**config.mk**
```make
export PLATFORM = sky130hd
export DESIGN_NAME = i2c_master_burst
export DESIGN_NICKNAME = d
export VERILOG_FILES = /design/src/rtl/i2c_master_burst.sv
export SDC_FILE = /design/constraint.sdc
export NUM_CORES = 1
export LEC_CHECK = 0
export CORE_MARGIN = 3
export CORE_UTILIZATION = 60
export CTS_BUF_LIST = sky130_fd_sc_hd__clkbuf_4
export DETAILED_ROUTE_END_ITERATION = 8
export PLACE_DENSITY = 0.87
export SYNTH_ARGS = -nofsm -noshare
export SYNTH_HDL_FRONTEND = slang
export SYNTH_SLANG_ARGS = --single-unit
export TNS_END_PERCENT = 20
```
**constraint.sdc**
```tcl
create_clock -name clk -period 6.5 [get_ports clk]
set_input_delay 1.3 -clock clk [delete_from_list [all_inputs] [get_ports clk]]
set_output_delay 1.3 -clock clk [all_outputs]
set_load 0.02 [all_outputs]
```
**src/rtl/i2c_master_burst.sv**
```systemverilog
// Purpose: I2C master running one START/address/N-byte/STOP burst, read or write.
// Latency: 4*CLK_DIV clocks per SCL bit, plus slave stretch time; done follows 4 bus-free quarters.
// Backpressure: start is ignored while busy; write bytes are pulled one tx_req at a time; slave holds SCL low to stall.
module i2c_master_burst #(
  parameter int CLK_DIV = 250,
  parameter int LEN_W   = 4
) (
  input  logic             clk,
  input  logic             reset,
  input  logic             start,
  input  logic             rw,
  input  logic [6:0]       addr,
  input  logic [LEN_W-1:0] nbytes,
  input  logic [7:0]       tx_data,
  output logic             tx_req,
  output logic [7:0]       rx_data,
  output logic             rx_valid,
  output logic             busy,
  output logic             done,
  output logic             nack,
  input  logic             sda_i,
  output logic             sda_oe,
  input  logic             scl_i,
  output logic             scl_oe
);

  localparam int DIV_W = $clog2(CLK_DIV);
  localparam logic [DIV_W-1:0] DIV_LAST = DIV_W'(CLK_DIV - 1);

  typedef enum logic [3:0] {
    IDLE, START, ADDR, ADDR_ACK, WRITE, WACK, READ, MACK, STOP
  } state_t;

  state_t           state_q, state_d;
  logic [DIV_W-1:0] div_q, div_d;
  logic [1:0]       qtr_q, qtr_d;
  logic [2:0]       bit_q, bit_d;      // bit index in a byte; in STOP bit 0 marks the bus-free phase
  logic [7:0]       shift_q, shift_d;
  logic [LEN_W-1:0] cnt_q, cnt_d;
  logic             rw_q, rw_d;
  logic             sda_oe_q, sda_oe_d;
  logic             nack_q, nack_d;
  logic             done_q, done_d;
  logic             rx_valid_q, rx_valid_d;
  logic [7:0]       rx_data_q, rx_data_d;
  logic             sda_meta_q, sda_meta_d, sda_sync_q, sda_sync_d;
  logic             scl_meta_q, scl_meta_d, scl_sync_q, scl_sync_d;

  logic bit_phase, stop_clk, stretch_wait, tick;
  logic q0_end, q1_end, q2_end, q3_end, last_bit, more;

  // State register, quarter timer and datapath flops
  always_ff @(posedge clk or negedge reset) begin
    if (!reset) begin
      state_q    <= IDLE;
      div_q      <= '0;
      qtr_q      <= '0;
      bit_q      <= '0;
      shift_q    <= '0;
      cnt_q      <= '0;
      rw_q       <= 1'b0;
      sda_oe_q   <= 1'b0;
      nack_q     <= 1'b0;
      done_q     <= 1'b0;
      rx_valid_q <= 1'b0;
      rx_data_q  <= '0;
      sda_meta_q <= 1'b1;
      sda_sync_q <= 1'b1;
      scl_meta_q <= 1'b1;
      scl_sync_q <= 1'b1;
    end else begin
      state_q    <= state_d;
      div_q      <= div_d;
      qtr_q      <= qtr_d;
      bit_q      <= bit_d;
      shift_q    <= shift_d;
      cnt_q      <= cnt_d;
      rw_q       <= rw_d;
      sda_oe_q   <= sda_oe_d;
      nack_q     <= nack_d;
      done_q     <= done_d;
      rx_valid_q <= rx_valid_d;
      rx_data_q  <= rx_data_d;
      sda_meta_q <= sda_meta_d;
      sda_sync_q <= sda_sync_d;
      scl_meta_q <= scl_meta_d;
      scl_sync_q <= scl_sync_d;
    end
  end

  // Next-state, bit sequencing and pad control
  always_comb begin
    sda_meta_d = sda_i;
    sda_sync_d = sda_meta_q;
    scl_meta_d = scl_i;
    scl_sync_d = scl_meta_q;

    bit_phase = (state_q == ADDR) || (state_q == ADDR_ACK) || (state_q == WRITE) ||
                (state_q == WACK) || (state_q == READ) || (state_q == MACK);
    stop_clk  = (state_q == STOP) && !bit_q[0];
    // Q2 only counts once the released SCL is seen high: this is the stretch wait
    stretch_wait = (qtr_q == 2'd2) && !scl_sync_q && (bit_phase || stop_clk);
    tick     = (state_q != IDLE) && !stretch_wait && (div_q == DIV_LAST);
    q0_end   = tick && (qtr_q == 2'd0);
    q1_end   = tick && (qtr_q == 2'd1);
    q2_end   = tick && (qtr_q == 2'd2);
    q3_end   = tick && (qtr_q == 2'd3);
    last_bit = (bit_q == 3'd7);
    more     = (cnt_q != '0);

    state_d    = state_q;
    div_d      = (state_q == IDLE || tick) ? '0 : (stretch_wait ? div_q : div_q + 1'b1);
    qtr_d      = tick ? qtr_q + 2'd1 : qtr_q;
    bit_d      = bit_q;
    shift_d    = shift_q;
    cnt_d      = cnt_q;
    rw_d       = rw_q;
    sda_oe_d   = sda_oe_q;
    nack_d     = nack_q;
    done_d     = 1'b0;
    rx_valid_d = 1'b0;
    rx_data_d  = rx_data_q;
    tx_req     = 1'b0;

    case (state_q)
      IDLE: begin
        sda_oe_d = 1'b0;
        if (start) begin
          rw_d    = rw;
          shift_d = {addr, rw};
          cnt_d   = nbytes;
          nack_d  = 1'b0;
          bit_d   = '0;
          qtr_d   = '0;
          state_d = START;
        end
      end
      START: begin
        if (q1_end) sda_oe_d = 1'b1;   // SDA falls while SCL is high
        if (q3_end) state_d = ADDR;
      end
      ADDR, WRITE: begin
        if (q0_end) sda_oe_d = ~shift_q[7];
        if (q3_end) begin
          shift_d = {shift_q[6:0], 1'b0};
          bit_d   = bit_q + 1'b1;
          if (last_bit) begin
            state_d = (state_q == ADDR) ? ADDR_ACK : WACK;
            if (state_q == WRITE && more) cnt_d = cnt_q - 1'b1;
          end
        end
      end
      ADDR_ACK, WACK: begin
        if (q0_end) sda_oe_d = 1'b0;
        if (q2_end) begin
          if (sda_sync_q) begin
            nack_d = 1'b1;
          end else if (more && !rw_q) begin
            tx_req  = 1'b1;
            shift_d = tx_data;
          end
        end
        if (q3_end) begin
          bit_d = '0;
          if (nack_q || !more) state_d = STOP;
          else                 state_d = rw_q ? READ : WRITE;
        end
      end
      READ: begin
        if (q0_end) sda_oe_d = 1'b0;
        if (q2_end) begin
          shift_d = {shift_q[6:0], sda_sync_q};
          if (last_bit) begin
            rx_valid_d = 1'b1;
            rx_data_d  = {shift_q[6:0], sda_sync_q};
          end
        end
        if (q3_end) begin
          bit_d = bit_q + 1'b1;
          if (last_bit) begin
            state_d = MACK;
            if (more) cnt_d = cnt_q - 1'b1;
          end
        end
      end
      MACK: begin
        if (q0_end) sda_oe_d = more;   // ACK while bytes remain, NACK on the last
        if (q3_end) begin
          bit_d   = '0;
          state_d = more ? READ : STOP;
        end
      end
      STOP: begin
        if (!bit_q[0]) begin
          if (q0_end) sda_oe_d = 1'b1; // pull SDA low only after SCL is already low
          if (q3_end) begin
            sda_oe_d = 1'b0;           // SDA rises with SCL high: STOP
            bit_d    = 3'd1;
          end
        end else if (q3_end) begin
          done_d  = 1'b1;
          state_d = IDLE;
        end
      end
      default: state_d = IDLE;
    endcase
  end

  // SCL is low in Q0-Q1 of every bit and of the STOP clock, released otherwise
  assign scl_oe   = (bit_phase || stop_clk) && (qtr_q < 2'd2);
  assign sda_oe   = sda_oe_q;
  assign busy     = (state_q != IDLE);
  assign done     = done_q;
  assign nack     = nack_q;
  assign rx_valid = rx_valid_q;
  assign rx_data  = rx_data_q;

endmodule

```
Word-level counts from Yosys, hierarchy flattened
Index checks and enable logic that the tools add are counted.
{ "totals": {"out_inout_bits": 15, "inputBits": 25, "ff_bits": 46, "word_cells": 173} }
{ "classes": {"addsub": 4, "n_lt_le_gt_ge": 1, "n_reduce_logical": 48, "eq_ne": 39, "n_bitwise": 1, "muxes": 63} }
{ "op_table": {"columns": ["op", "n"], "rows": [
  ["$mux W4", 19],
  ["$mux W8", 8],
  ["$ne A2 B2 Y1 const B", 21],
  ["$pmux W8 S4", 1],
  ["$pmux W4 S7", 1],
  ["$mux W1", 20],
  ["$mux W3", 6],
  ["$eq A4 B3 Y1 const B", 4],
  ["$reduce_bool A4 Y1", 4],
  ["$reduce_and A7 Y1", 2],
  ["$logic_and A1 B1 Y1", 12],
  ["$pmux W3 S4", 1],
  ["$pmux W4 S3", 1],
  ["$reduce_and A10 Y1", 1],
  ["$reduce_or A3 Y1", 3],
  ["$add A8 B1 Y8 const B", 1],
  ["$eq A4 B2 Y1 const B", 2],
  ["$eq A8 B8 Y1 const B", 1],
  ["$logic_or A1 B1 Y1", 8],
  ["$mux W2", 4],
  ["$ne A2 B1 Y1 const B", 4],
  ["$reduce_and A4 Y1", 2],
  ["$reduce_and A8 Y1", 1],
  ["$pmux W1 S6", 1],
  ["other kinds (22)", 28]
]} }

Depth between registers and ports, before layout
{ "depth": {"ltp_word": 16, "depth_mapped": 9, "ltp_nobuf": 8} }

Worst setup path before layout
No wires, ideal clock.
{ "synth_path": {"kind": "register -> output", "from": "register state_q[1]", "to": "output tx_req", "slack_ns": 3.096, "arrival_ns": 2.104, "n_path_buf": 2, "path_stages_with_launch": 9, "required_time_ns": 5.200, "path_cell_list": "dfrtp_1 > buf_2 > or2_2 > clkbuf_1 > nor3_1 > a21oi_1 > o211ai_1 > nand2b_1 > nor4_1"} }
{ "synth_between": {"elab_chain_cells": 14, "word_cells_on_any_way": 23, "classes_between": "7 x eq/ne; 2 x mux; 14 x reduce/logical"} }
{ "synth_rtl": {"columns": ["element", "line", "text"], "rows": [
  ["start: declaration", "34", "state_t state_q, state_d;"],
  ["start signal: assignment", "72", "state_q <= state_d;"],
  ["$eq A4 B2 Y1, on equally long branches", "98, 125", null],
  ["$logic_or A1 B1 Y1 (3 in a row)", "98", "bit_phase = (state_q == ADDR) || (state_q == ADDR_ACK) || (state_q == WRITE) ||"],
  ["$logic_or A1 B1 Y1 (2 in a row)", "99", "(state_q == WACK) || (state_q == READ) || (state_q == MACK);"],
  ["$logic_or A1 B1 Y1", "102", "stretch_wait = (qtr_q == 2'd2) && !scl_sync_q && (bit_phase || stop_clk);"],
  ["$logic_and A1 B1 Y1", "102", null],
  ["$logic_not A1 Y1", "103", "tick = (state_q != IDLE) && !stretch_wait && (div_q == DIV_LAST);"],
  ["$logic_and A1 B1 Y1 (2 in a row)", "103", null],
  ["$logic_and A1 B1 Y1", "106", "q2_end = tick && (qtr_q == 2'd2);"],
  ["$mux W1", "155", "if (q2_end) begin"],
  ["$mux W1 *", "125", "case (state_q)"],
  ["end: declaration", "15", "output logic tx_req,"]
]} }
Mark *: on every way between the ends. The rest lies on a longest branch, timed or not.

Final worst setup path
Ends and elaborated chain as after synthesis.

==> flow_summary.json <==
{
  "coreArea_sq_mm": 0.00414,
  "cts_buffers": 5,
  "finalSetupViolations": 0,
  "crit_arrival_ns": 3.28,
  "layout.nets": 346,
  "crit_type": "flip-flop to output port",
  "p_leak_nw": 1.41,
  "finalHoldViolations": 0,
  "htreeDepth": 2,
  "gr-usage-met1_pct": 37.0,
  "rsz0062_at_grt": "false",
  "crit_required_ns": 5.20,
  "syn2layout_area_growth_pct": 17.1,
  "tns_ns": 0,
  "ys_ff_latch": 46,
  "synth_cells": 277,
  "gp_congestion": 0.923,
  "use_met3_pct": 3.99,
  "cp_common_cell": "nor2_1",
  "antenna_found_initial": 0,
  "clock.fmax_mhz": 218,
  "period_needed_ns": 4.58,
  "grt_pass1_wl_microns": 10600,
  "dieArea_sq_mm": 0.00530,
  "ioPinCount": 40,
  "wirelength_microns": 6230,
  "clk_latency_ns": 0.37,
  "skew_ns": 0.0133,
  "synth_nets": 311,
  "placedCellCount": 355,
  "grt-busiest-layer": "met2",
  "synth_ff_type": "dfrtp_1",
  "peakVddDrop_mv": 0.127,
  "cts_setup_buffers": 0,
  "ant_nets": 0,
  "grt_pass1_vias": 2165,
  "fin_cells": 363,
  "drc": 0,
  "initial_core_util_pct": 64.6,
  "async_reset_ff_share_pct": 100,
  "endpoint_kind": "output port",
  "slew_headroom_pct": 32.8,
  "dpl_cell_area_sq_mm": 0.00308,
  "die_width_microns": 72.8,
  "synth_edf_count": 0,
  "portBuffers": 39,
  "power_density_mw_per_mm2": 146,
  "diodes": 0,
  "clock-sinks": 46,
  "slew_violations": 0,
  "root_buffer": "clkbuf_4",
  "cpPeakStageDelay_ns": 0.70,
  "p_total_w": 0.000458,
  "start_kind": "flip-flop",
  "design_area_sq_mm": 0.00314,
  "maxCapViolCount": 0,
  "use_met2_pct": 39.7,
  "status": "finished, final reports clean",
  "die_y_microns": 72.8,
  "hp-class": "flip-flop to flip-flop",
  "dp_hpwl_microns": 4400,
  "syn_area_sq_mm": 0.00268,
  "avgSynthCellArea_sq_um": 9.67,
  "cts_hold_buffers": 0,
  "critical_path.slowest_cell": "clkdlybuf4s50_1",
  "worst-slew-pin-transition_ns": 1.01,
  "grt-ovfl-total": 0,
  "vias_per_cell": 6.26,
  "clock_path_buffers": 2,
  "critPathMaxFanout": 21,
  "grt_use_total_pct": 25.6,
  "ys_types": 60,
  "whs_ns": 0.364,
  "num_rows": 23,
  "cts_tree": "built",
  "dr.first_iter.drc_count": 257,
  "grt_max_degree": 47,
  "final_layout_size_suffix_gt1_share_pct": 11.5,
  "num_vias": 2274,
  "ctsResizeCount": 0,
  "seq_area_frac_synth_pct": 43.2,
  "firstDrtPassIters": 7,
  "path_cells": "nor2_1 > nor2_1 > a21oi_1 > o211ai_1 > nand2b_1 > nor4_1 > clkdlybuf4s50_1",
  "period_share_pct": 70.5,
  "wl_per_cell_microns": 17.2,
  "ys.warnings.count": 0,
  "path_clk_slew_ns": 0.13
}
cell usage after synthesis (4+ instances only):
cell | number | area, sq um
a21oi_1 | 22 | 110
nand3_1 | 5 | 25.0
nor2_1 | 24 | 90.1
mux2_2 | 11 | 124
nand2_1 | 18 | 67.6
xnor2_1 | 5 | 43.8
or3_1 | 4 | 25.0
a222oi_1 | 7 | 70.1
inv_1 | 20 | 75.1
buf_2 | 4 | 20.0
dfstp_2 | 4 | 105
clkbuf_1 | 6 | 22.5
mux2i_1 | 10 | 100
dfrtp_1 | 42 | 1050
ha_1 | 9 | 113
nor3_1 | 8 | 40.0
a31oi_1 | 5 | 31.3
o21ai_0 | 15 | 75.1
worst paths after layout:
kind                                         from                endpoint  slack [ns]  depth (start not counted)
max in group asynchronous                   reset    div_q[4]$_DFFE_PN0P_        4.78                          1
max reg2reg                state_q[1]$_DFFE_PN0P_  shift_q[0]$_DFFE_PN0P_        3.56                          5
min in group asynchronous                   reset      sda_oe$_DFFE_PN0P_        1.07                          1
max                        state_q[1]$_DFFE_PN0P_                  tx_req        1.92                          7
min reg2reg                  sda_meta_q$_DFF_PN1_    sda_sync_q$_DFF_PN1_        0.36                          0
min                          sda_meta_q$_DFF_PN1_    sda_sync_q$_DFF_PN1_        0.36                          0
registers in the layout, indices dropped and copies added, names as in the netlist:
name / count
cnt_q: 4
done: 1
sda_sync_q: 1
scl_sync_q: 1
nack: 1
rw_q: 1
rx_data: 8
state_q: 4
scl_meta_q: 1
bit_q: 3
qtr_q: 2
sda_oe: 1
sda_meta_q: 1
rx_valid: 1
shift_q: 8
div_q: 8
final cells by class:
cell class | count | area [sq um]
fill | 289 | 1010
timing repair buffer | 40 | 393
sequential | 46 | 1160
inverter | 21 | 78.8
multi-input combinational | 198 | 1390
clock buffer | 7 | 52.6
clock inverter | 1 | 7.51
tap | 50 | 62.6
power breakdown:
| group | switching (W) | leakage, nW | total [W] | internal (W) |
|---|---|---|---|---|
| clock | 0.0000930 | 0.0324 | 0.000144 | 0.0000512 |
| combinational | 0.00000930 | 0.852 | 0.0000243 | 0.0000150 |
| sequential | 0.00000112 | 0.531 | 0.000290 | 0.000288 |
cell usage in the layout (no fill, tap or decap), types with 7 or more instances in the layout:
| master | netlist | final |
|---|---|---|
| nor3_1 | 8 | 8 |
| o21ai_0 | 15 | 15 |
| mux2i_1 | 10 | 10 |
| nand2_1 | 18 | 18 |
| a21oi_1 | 22 | 22 |
| nor2_1 | 24 | 24 |
| clkbuf_4 | 0 | 7 |
| a222oi_1 | 7 | 7 |
| dfrtp_1 | 42 | 42 |
| inv_1 | 20 | 20 |
| clkdlybuf4s50_1 | 0 | 38 |
| mux2_2 | 11 | 11 |
| ha_1 | 9 | 9 |
stage by stage:
stage               setup slack, ns  util, %
detailed placement             2.43     74.2
finish                         1.92     75.7
floorplan                      3.10        -
global placement               2.52     74.2
CTS                            1.99     75.7
global route                   1.66     75.7
critical path, delay by kind of cell (launching register included):
family                 cells  cell delay (ns)
AO/OA/AOI/OAI              2             0.44
buffers and inverters      1             0.70
flip-flops                 1             0.67
AND/OR/NAND/NOR            4             1.09
per-layer routing:
layer	wire [microns]	part of all wire, %
met2	3000	48
met3	363	5.8
met5	0	0
met1	2770	45
met4	96	1.5
cell families (layout without fill, tap and decap cells):
family | after synthesis | in the layout | share of synthesized area [%]
XOR/XNOR | 6 | 6 | 1.96
flip-flops | 46 | 46 | 43.2
AO/OA/AOI/OAI | 79 | 79 | 21.1
adder cells (fa/ha/maj) | 9 | 9 | 4.20
multiplexers | 22 | 22 | 8.78
buffers and inverters | 33 | 69 | 5.09
AND/OR/NAND/NOR | 82 | 82 | 15.7
Power figures use the tool's default switching activity.
